<file path="src/rtl/palette_update_scheduler.sv">
// palette_update_scheduler
// Runtime-updatable 8:8:8 palette. Host writes are queued in a small FIFO and
// committed to the palette RAM only while the display is blanking, one entry
// per clock. The pixel pipeline gets a registered lookup with read-old
// behaviour when a commit lands on the same entry in the same cycle.
// Optional feature macro: PALETTE_READBACK_EN (adds a committed-palette
// readback port with one-cycle latency).
module palette_update_scheduler #(
    parameter int FIFO_DEPTH  = 4,
    parameter int INDEX_WIDTH = 3
) (
    input  logic                   aClock,
    input  logic                   aReset,
    input  logic                   aWriteValid,
    input  logic [INDEX_WIDTH-1:0] aWriteIndex,
    input  logic [23:0]            aWriteColor,
    output logic                   anOutWriteReady,
    input  logic                   aBlank,
    input  logic [INDEX_WIDTH-1:0] aPixelIndex,
    output logic [7:0]             anOutRed,
    output logic [7:0]             anOutGreen,
    output logic [7:0]             anOutBlue,
    output logic                   anOutPending,
`ifdef PALETTE_READBACK_EN
    input  logic                   aReadValid,
    input  logic [INDEX_WIDTH-1:0] aReadIndex,
    output logic                   anOutReadValid,
    output logic [23:0]            anOutReadColor,
`endif
    output logic [1:0]             anOutState
);

    localparam int          PTR_W    = $clog2(FIFO_DEPTH);
    localparam int          CNT_W    = $clog2(FIFO_DEPTH + 1);
    localparam int unsigned PAL_SIZE = 1 << INDEX_WIDTH;
    localparam logic [CNT_W-1:0] FULL_COUNT = CNT_W'(FIFO_DEPTH);
    localparam logic [CNT_W-1:0] ONE_COUNT  = CNT_W'(1);

    typedef enum logic [1:0] {
        IDLE       = 2'd0,
        WAIT_BLANK = 2'd1,
        COMMIT     = 2'd2
    } state_t;

    state_t                 state;
    logic [INDEX_WIDTH-1:0] fifo_index [FIFO_DEPTH];
    logic [23:0]            fifo_color [FIFO_DEPTH];
    logic [PTR_W-1:0]       wr_ptr;
    logic [PTR_W-1:0]       rd_ptr;
    logic [CNT_W-1:0]       count;
    logic [23:0]            palette [PAL_SIZE];
    logic [23:0]            rgb_q;
    logic                   push;
    logic                   pop;
    logic                   last_pop;

    function automatic logic [23:0] default_color(input int unsigned i);
        case (i)
            0:       default_color = 24'h000000;
            1:       default_color = 24'hffffff;
            2:       default_color = 24'hff0000;
            3:       default_color = 24'h00ff00;
            4:       default_color = 24'h0000ff;
            5:       default_color = 24'hffff00;
            6:       default_color = 24'h00ffff;
            7:       default_color = 24'hff00ff;
            default: default_color = 24'h000000;
        endcase
    endfunction

    // Ready and pending come from the registered count, so a pop cannot make
    // room for a push in the same cycle.
    assign anOutWriteReady = (count != FULL_COUNT);
    assign anOutPending    = (count != '0);
    assign push            = aWriteValid && anOutWriteReady;
    assign pop             = (state == COMMIT) && aBlank;
    assign last_pop        = pop && (count == ONE_COUNT) && !push;

    // FIFO pointers and occupancy
    always_ff @(posedge aClock) begin
        if (aReset) begin
            wr_ptr <= '0;
            rd_ptr <= '0;
            count  <= '0;
        end else begin
            if (push) wr_ptr <= wr_ptr + PTR_W'(1);
            if (pop)  rd_ptr <= rd_ptr + PTR_W'(1);
            case ({push, pop})
                2'b10:   count <= count + ONE_COUNT;
                2'b01:   count <= count - ONE_COUNT;
                default: count <= count;
            endcase
        end
    end

    // FIFO storage; contents are don't-care until pushed
    always_ff @(posedge aClock) begin
        if (push) begin
            fifo_index[wr_ptr] <= aWriteIndex;
            fifo_color[wr_ptr] <= aWriteColor;
        end
    end

    // Commit scheduler: waits for blanking, drains one entry per blank cycle
    always_ff @(posedge aClock) begin
        if (aReset) begin
            state <= IDLE;
        end else begin
            case (state)
                IDLE: begin
                    if (count != '0) state <= aBlank ? COMMIT : WAIT_BLANK;
                end
                WAIT_BLANK: begin
                    if (aBlank) state <= COMMIT;
                end
                COMMIT: begin
                    if (!aBlank)       state <= WAIT_BLANK;
                    else if (last_pop) state <= IDLE;
                end
                default: state <= IDLE;
            endcase
        end
    end

    // Palette RAM: defaults on reset, otherwise written only by commits
    always_ff @(posedge aClock) begin
        if (aReset) begin
            for (int unsigned i = 0; i < PAL_SIZE; i++) begin
                palette[INDEX_WIDTH'(i)] <= default_color(i);
            end
        end else if (pop) begin
            palette[fifo_index[rd_ptr]] <= fifo_color[rd_ptr];
        end
    end

    // Pixel lookup; sees the palette before any same-edge commit
    always_ff @(posedge aClock) begin
        if (aReset) rgb_q <= '0;
        else        rgb_q <= palette[aPixelIndex];
    end

    assign anOutRed   = rgb_q[23:16];
    assign anOutGreen = rgb_q[15:8];
    assign anOutBlue  = rgb_q[7:0];
    assign anOutState = state;

`ifdef PALETTE_READBACK_EN
    // Host readback of committed contents; queued writes are not visible
    always_ff @(posedge aClock) begin
        if (aReset) begin
            anOutReadValid <= 1'b0;
            anOutReadColor <= '0;
        end else begin
            anOutReadValid <= aReadValid;
            anOutReadColor <= aReadValid ? palette[aReadIndex] : '0;
        end
    end
`endif

endmodule

</file>
<file path="config.mk">
export PLATFORM = sky130hd
export DESIGN_NAME = palette_update_scheduler
export DESIGN_NICKNAME = d
export VERILOG_FILES = /design/src/rtl/palette_update_scheduler.sv
export SDC_FILE = /design/constraint.sdc
export NUM_CORES = 1
export LEC_CHECK = 0
export ABC_CLOCK_PERIOD_IN_PS = 3350
export CORE_MARGIN = 2
export CORE_UTILIZATION = 45
export DETAILED_ROUTE_END_ITERATION = 10
export HOLD_SLACK_MARGIN = 0.02
export PLACE_DENSITY_LB_ADDON = 0.2
export SLEW_MARGIN = 25
export SYNTH_ARGS = -nofsm -noshare
export SYNTH_HDL_FRONTEND = slang
export SYNTH_SLANG_ARGS = --single-unit
</file>
<file path="constraint.sdc">
create_clock -name aClock -period 3.35 [get_ports aClock]
set_input_delay 0.67 -clock aClock [delete_from_list [all_inputs] [get_ports aClock]]
set_output_delay 0.67 -clock aClock [all_outputs]
set_load 0.1 [all_outputs]
</file>
==> metrics, run 1 <==
routed len/inst around 20 um; initial antenna violation count 0; Critical Path End Type output pin; ys flop type edfxtp_1; Core Area just under 30000 um^2; status complete, no violations; setup TNS 0 ps; Post-Syn Area around 13000 um^2; HPWL Detailed about 17 mm; Leak 5.07 nW; area of the multi-input gates between 3000 and 4000 um^2; RD Place Congestion approximately 0.77; Layout Nets ~950; worst-skew pair later-pin latency approximately 500 ps; Syn Nets 863; Buf/Inv on CP 1; RSZ-0062 raised after global routing false; First DRT Iteration DRCs just under 600; Max Freq a little under 0.4 GHz; Die Width ~180 um; Avg Synthesized Cell Area 16.4 um^2; CTS Root Cell clkbuf_16; Total GRT Usage about 18%; VDD IR max 0.464 mV; critical path, cell by cell clkdlybuf4s50_1; count leader, synth edfxtp_1; clock power share approximately 40%; proportion of layout cells with a drive suffix above 1 about 21%; Post-CTS Setup Inserts 0; max incr delay on CP approximately 1100 ps; DRC errors left 0; Yosys warning total 0; # diodes 0; worst-path maximum fanout 1; synth top area cells edfxtp_1 67%, mux4_2 8.5%, mux2i_1 5.5%, dfxtp_1 5.2%, nor2_1 3.6%; synth unique cells 36; final setup vio count 0; # rows between 60 and 70; critical path's top delay family buffers and inverters; FF/Latch Area 9710 um^2; critical path's slowest cell clkdlybuf4s50_1; Hold Violations, Final 0; flops & latches, synth 335; Pre-antenna DRT Iters 5; Longest Clk Path Bufs 3; clk slew on worst S/H paths around 60 ps; sequential fraction of the synthesis area 72.1%; Worst Path Required ~2700 ps; hold_ws about 530 ps; Hold WC Path Type flop to flop; post_cts resized 0; area leader, netlist edfxtp_1; Clock Sinks approximately 340; internal power component ~7.4 mW; vias in the first global route roughly 7200; P&R area growth vs syn 17.4%; grt total ovfl 0; Initial Util roughly 46%; CP Launch Type flop; Syn Inst Count 820; Data arrival, critical path roughly 1900 ps; Worst Tran Pin Value roughly 970 ps; crit share post-route approximately 78%; Max-Cap Viols 0; sequential power share 49.4%; sw frac 23.3%; Die Y approximately 180 um; Ports 62; Post-synth EDFFs 300; Slew HR between 30% and 40%; Setup CP Type flop to output pin; Comb pwr share roughly a tenth; CTS Hold Bufs 0; global-route wire length before repair 42.0 mm; final WL around 27 mm; post-synth top area share ~67%; top post-synthesis cells by count 300 x edfxtp_1, 129 x nor2_1, 97 x nand2_1, 74 x mux2i_1, 51 x mux4_2; vias per cell around 5.3; Inserted Clock Buffers 37; Via Count 6993; switching pwr 2.25 mW; Setup Skew around 12 ps; largest net degree at the start of global routing 43; CTS tree built; FFs w/ async S/R, synth 0%; Post-DRT Antenna Nets 0; final-layout fill cell count roughly 2400; H-tree levels 2; Final Slew Violations 0; PortBufs 61; Power Density between 600 and 700 nW/um^2; Die ar. between 30000 and 40000 um^2; post-route minimum period between 2000 and 3000 ps
==> area by class of cell <==
type                    instances  share of cell area, %
clock buffers                  50                   6.50
well taps                     390                   3.09
clock inverters                17                  0.998
repair buffers                101                   5.64
flip-flops and latches        335                   61.5
multi-input cells             429                   22.1
inverters                       7                  0.166
==> worst paths after layout <==
path | start | to | slack, ps | cells after the start
setup / recovery | rgb_q[17] | anOutRed[1] | 750 | 1
hold / removal | rd_ptr[1] | flop | 530 | 2
setup reg to reg | flop | palette[4][23] | 780 | 4
hold reg to reg | rd_ptr[1] | flop | 530 | 2
==> per-layer routing <==
layer  vias to the layer above  GRT usage (%)  share of wire, %
met4                         0           4.58               1.8
met2                       169           28.7                48
met5                         -              0                 0
met1                      3541           25.7                45
met3                        39           2.88               4.5
li1                       3244              -                 -
==> cells by family (layout without fill, tap and decap cells) <==
family,count (synthesis),count (layout),synth area share (%)
mux,149,149,16.0
flops,335,335,72.1
buf+inv,56,175,1.96
compound gates,8,8,0.418
fa+ha+maj,9,9,0.836
simple gates,258,258,8.30
xor+xnor,5,5,0.325
==> power by group through the flow <==
stage               combinational (mW)  clock [mW]  sequential (mW)
global placement                 0.945           0             4.84
detailed placement               0.949           0             4.85
floorplan                        0.453           0             5.03
CTS                              0.953        4.02             4.76
finish                           0.939        3.93             4.76
global route                      1.01        4.18             4.77
==> registers in the layout, summed over array words and instances (netlist names), named ones only <==
name / flops
palette: 192
fifo_color: 96
rgb_q: 24
fifo_index: 12
count: 3
anOutState: 2
rd_ptr: 2
wr_ptr: 2
==> through the flow <==
step	setup slack, ps	cell area (um^2)	util (%)	cells	total power, mW
6_report	749	15800	53.4	1329	9.63
5_1_grt	625	15800	53.4	1329	9.96
4_1_cts	725	15800	53.4	1329	9.73
3_5_place_dp	368	14600	49.4	1262	5.79
3_3_place_gp	385	14600	49.4	1262	5.79
2_1_floorplan	313	13500	-	820	5.48
==> layout by cell type (no fill, tap or decap), types with 3 or more instances in the layout <==
| master | n |
|---|---|
| and2_1 | 4 |
| and4b_1 | 3 |
| buf_12 | 4 |
| buf_4 | 60 |
| bufinv_16 | 3 |
| clkbuf_1 | 10 |
| clkbuf_16 | 39 |
| clkdlybuf4s50_1 | 35 |
| clkinv_1 | 8 |
| clkinv_2 | 4 |
| dfxtp_1 | 34 |
| edfxtp_1 | 300 |
| ha_1 | 9 |
| inv_1 | 7 |
| mux2_2 | 24 |
| mux2i_1 | 74 |
| mux4_2 | 51 |
| nand2_1 | 97 |
| nand2b_1 | 8 |
| nand4b_1 | 4 |
| nor2_1 | 129 |
| xor2_1 | 4 |
Note: power is estimated with default switching activity, not from simulation.
==> inputs of run 2 (changes only) <==
ABC_CLOCK_PERIOD_IN_PS = 2400   (was 3350)
clock period = 2.4 ns   (was 3.35 ns; I/O delays follow)
==> run 2 against run 1 <==
Against the previous run:
- hold slack improved by 10 ps
- via count up 1.2%
- first-iteration DRC count is 2.5% higher
- total power increased by 37%
- cell count increased by 1.2%
- clock power increased by 31%
- critical endpoint is now palette[2][15]
- largest power group unchanged
- highest routed layer unchanged
==> metrics, run 2 (synthesis results as in run 1) <==
CTS Hold Bufs 0; placed instance count approximately 1300; initial antenna violation count 0; crit share post-route 96.6%; grt total ovfl 0; max FFs per register roughly 190; Slew HR 47.1%; Data arrival, critical path around 2500 ps; largest net degree at the start of global routing 47; post-route minimum period about 2300 ps; worst-path maximum fanout 12; global-route wire length before repair about 43 mm; PortBufs a little over 60; Total GRT Usage 18.5%; Top reg by flops palette; proportion of layout cells with a drive suffix above 1 23.5%; Die Width approximately 180 um; Via Count ~7100; status complete, no violations; VDD IR max about 0.57 mV; Longest Clk Path Bufs 3; Post-DRT Antenna Nets 0; vias in the first global route 7172; Regs by FF count palette (192), fifo_color (96), rgb_q (24); First DRT Iteration DRCs 604; final WL 27.6 mm; RSZ-0062 raised after global routing false; Core Area just under 30000 um^2; fin area ~16000 um^2; RD Place Congestion approximately 0.77; Worst Path Required 2610 ps; CTS tree built; most frequent cells in the layout 300 x edfxtp_1, 129 x nor2_1, 97 x nand2_1, 74 x mux2i_1, 62 x buf_4; post_cts resized 0; Initial Util approximately 46%; Final Slew Violations 0; Inserted Clock Buffers 36; Ports 62; post-placement cell area around 15000 um^2; commonest non-fill, non-tap cell in the layout edfxtp_1; Final Util 54.7%; Die ar. between 30000 and 40000 um^2; # diodes 0; Critical Path End Type flop; clk slew on worst S/H paths approximately 50 ps; fin cells between 1000 and 1500; Max Freq roughly 0.43 GHz; Leak approximately 5.2 nW; DRC errors left 0; final setup vio count 0; Power Density about 820 nW/um^2; worst-skew pair later-pin latency 510 ps; vias per cell approximately 5.3; # rows between 60 and 70; Die Y roughly 180 um; P&R area growth vs syn 20.1%; Power, Total 13.2 mW; Max-Cap Viols 0; CTS Root Cell clkbuf_16; Setup CP Type flop to flop; Worst Tran Pin Value between 700 and 800 ps; Clock Sinks around 340; H-tree levels 2; Hold Violations, Final 0; CP Launch Type flop; Hold WC Path Type flop to flop; routed len/inst around 21 um; Layout Nets a little under 1000; HPWL Detailed around 18 mm; hold_ws roughly 540 ps; Setup Skew ~18 ps; Post-CTS Setup Inserts 0; Pre-antenna DRT Iters 5
run 2: cell count changes in the layout (fill, tap and decap cells not counted), sizes merged:
cell,delta
bufinv,-1
clkbuf,-2
clkinv,-2
buf,+25
clkinvlp,+1
clkdlybuf4s50,-5
run 2: area by class of cell:
cell class | count | area [um^2]
Fill cell | 2312 | 13400
Sequential cell | 335 | 9720
Multi-Input combinational cell | 429 | 3520
Timing Repair Buffer | 121 | 1320
Clock buffer | 48 | 967
Tap cell | 390 | 488
Clock inverter | 15 | 126
Inverter | 7 | 26.3
run 2: where the power goes:
group	leakage [nW]	internal [mW]	switching, mW	total [mW]
clock network	0.529	3.05	2.11	5.16
logic	1.78	0.490	0.937	1.43
registers	2.93	6.57	0.0686	6.64
run 2: routing by layer:
| layer | GRT usage (%) | vias up | part of all wire [%] |
|---|---|---|---|
| met3 | 2.84 | 35 | 6.0 |
| met2 | 29.8 | 215 | 48 |
| li1 | - | 3274 | - |
| met4 | 4.96 | 0 | 1.9 |
| met1 | 26.5 | 3552 | 44 |
| met5 | 0 | - | 0 |
run 2: final timing paths:
kind,from,endpoint,slack (ps),cells past startpoint
worst max-delay path,flop,palette[2][15],80,4
worst min-delay path,count[2],count[2],540,2
worst max register to register,flop,palette[2][15],80,4
worst min register to register,count[2],count[2],540,2
run 2: metrics by stage:
stage          TNS [ps]  setup WS (ps)
2_1_floorplan         0          0.606
3_3_place_gp     -18740           -146
3_5_place_dp     -17830           -140
4_1_cts               0           59.0
5_1_grt               0           4.26
6_report              0           80.6
run 2: critical path, stage by stage, from the launching register on:
cell	delay, ps
dfxtp_1	490
mux4_2	640
or4b_1	600
nand2b_4	140
buf_12	150
==> inputs of run 3 (changes only) <==
ABC_AREA = 1   (was default)
==> run 3 against run 2 <==
Against the previous run:
- combinational power up 23%
- sequential share of layout area down 3.2 points
- sequential power barely moved
- core utilization decreased by 0.78 points
- worst setup slack better by 260 ps
- wire length up 13%
==> metrics, run 3 <==
fin cells between 1500 and 2000; Inserted Clock Buffers 36; Hold Violations, Final 0; FFs w/ async S/R, synth 0%; worst-skew pair later-pin latency slightly above 500 ps; Regs by FF count palette (192), fifo_color (96), rgb_q (24); initial antenna violation count 0; R2R Path End palette[6][1]; largest net degree at the start of global routing between 70 and 80; final setup vio count 0; RD Place Congestion between 0.7 and 0.8; commonest non-fill, non-tap cell in the layout nand2_1; synth top area cells edfxtp_1 62%, nand2_1 9.1%, nor2_1 6.5%, nand3_1 5.5%, dfxtp_1 4.8%; count leader, synth nand2_1; Hold WC Path Type flop to flop; # rows between 60 and 70; hold_ws 496 ps; max FFs per register approximately 190; Worst Tran Pin Value a little over 800 ps; critical path's slowest cell dfxtp_2; Syn Inst Count ~1400; Max-Cap Viols 0; PortBufs 61; # diodes 0; Setup CP Type flop to flop; proportion of layout cells with a drive suffix above 1 a little over an eighth; area leader, netlist edfxtp_1; H-tree levels 2; Setup Skew 11.5 ps; Die Width 183 um; ys flop type edfxtp_1; post-route minimum period a little over 2000 ps; Hold Crit Endpoint rd_ptr[0]; Layout Nets ~1500; sequential fraction of the synthesis area between 60% and 70%; status complete, no violations; crit share post-route 86.0%; HPWL Detailed 19.9 mm; routed len/inst 16.3 um; Initial Util between 40% and 50%; P&R area growth vs syn 17.9%; critical path, cell by cell inv_2 > nand2_1 > nand3_1 > nand2_4 > nor2_4 > buf_4 > nand3_1; Avg Synthesized Cell Area a little over 10 um^2; Post-CTS Setup Inserts 0; Die ar. 33600 um^2; Longest Clk Path Bufs 3; Core Area 31600 um^2; vias in the first global route around 9000; Yosys warning total 0; First DRT Iteration DRCs roughly 830; Power Density roughly 840 nW/um^2; post_cts resized 0; Worst Path Required 2630 ps; FF-to-FF setup slack between 300 and 400 ps; Via Count a little under 10000; DRC errors left 0; Die Y between 150 and 200 um; Leak ~6.6 nW; flops & latches, synth ~340; Hold Path Stages 1; post-synth top area share 62.3%; CTS Root Cell clkbuf_16; Max Freq roughly 0.48 GHz; Clock Sinks about 340; Critical Path End Type flop; VDD IR max 0.627 mV; worst-path maximum fanout 24; Syn Nets 1453; Data arrival, critical path ~2300 ps; RSZ-0062 raised after global routing false; Buf/Inv on CP 2; vias per cell between 5 and 6; final WL between 30 and 40 mm; top post-synthesis cells by count 349 x nand2_1, 300 x edfxtp_1, 250 x nor2_1, 159 x nand3_1, 90 x inv_1; Final Slew Violations 0; most frequent cells in the layout 344 x nand2_1, 300 x edfxtp_1, 246 x nor2_1, 159 x nand3_1, 90 x inv_1; Crit path top cell by count nand3_1; length in cells of the worst reg-to-reg path 7; placed instance count roughly 1800; Post-synth EDFFs 300; max incr delay on CP roughly 370 ps; setup TNS 0 ps; Total GRT Usage a little under a fifth; Slew HR about 45%; Post-DRT Antenna Nets 0; synth unique cells 25; grt total ovfl 0; CTS Hold Bufs 0; CTS tree built; Post-Syn Area roughly 14000 um^2; CP Launch Type flop; Pre-antenna DRT Iters 5; Ports a little over 60; critical path's top delay family simple AND/OR/NAND/NOR gates; global-route wire length before repair roughly 50 mm; Hold Path Origin rd_ptr[0]; Top reg by flops palette; clk slew on worst S/H paths roughly 60 ps
-- run 3: cell count changes in the layout (fill, tap and decap cells not counted), moves of 9 or more --
cell / change
nand2_1: +247
nand3_1: +159
nor2_1: +117
inv_1: +83
mux2i_1: -74
mux4_2: -51
o21ai_0: +48
nor2_2: +26
mux2_2: -24
nor3_1: +24
nand2_2: +15
buf_12: -9
-- run 3: through the flow --
step / utilization (%) / worst slack (ps) / area (um^2) / total power, mW
floorplan: - / 21.9 / 14500 / 7.94
finish: 53.9 / 337 / 17100 / 14.4
global placement: 49.8 / 103 / 15800 / 8.51
global route: 53.9 / 165 / 17100 / 14.9
detailed placement: 49.8 / 91.5 / 15800 / 8.54
CTS: 53.9 / 336 / 17100 / 14.5
-- run 3: final cells by class --
type                    instances  area (um^2)
inverters                      93          349
fillers                      2781        14600
clock buffers                  46         1020
repair buffers                110         1120
multi-input cells             908         4080
flip-flops and latches        335         9710
well taps                     402          503
clock inverters                18          264
-- run 3: kinds of logic (layout without fill, tap and decap cells) --
logic type | count (synthesis) | count (layout) | share of synthesized area (%)
simple gates | 832 | 832 | 24.7
flops | 335 | 335 | 67.1
xor+xnor | 2 | 2 | 0.121
fa+ha+maj | 9 | 9 | 0.779
compound gates | 65 | 65 | 2.25
buf+inv | 167 | 267 | 5.04
-- run 3: worst max path at each step --
stage	from	end	slack (ps)	cells after the start
floorplan	anOutState[1]	palette[1][0]	20	6
global placement	aBlank	palette[5][2]	100	8
detailed placement	aBlank	palette[5][2]	90	8
CTS	count[0]	anOutWriteReady	340	4
global route	flop	palette[6][2]	170	7
finish	flop	palette[6][1]	340	7
-- run 3: worst reg2reg max path, cell delays in order, from the launching register on --
cell and delay, ps:
dfxtp_2 370, inv_2 290, nand2_1 130, nand3_1 130, nand2_4 110, nor2_4 310, buf_4 340, nand3_1 120
-- run 3: power by group --
part	switching, mW	total, mW	internal (mW)
clock network	2.19	5.95	3.76
logic	1.33	1.76	0.431
registers	0.0684	6.64	6.57
-- run 3: per-layer routing --
metal	wire (um)	track usage, %	vias up
met4	506	4.26	0
met3	1410	2.44	47
met1	14900	28.1	4589
li1	-	-	4816
met2	14400	30.6	213
met5	0	0	-
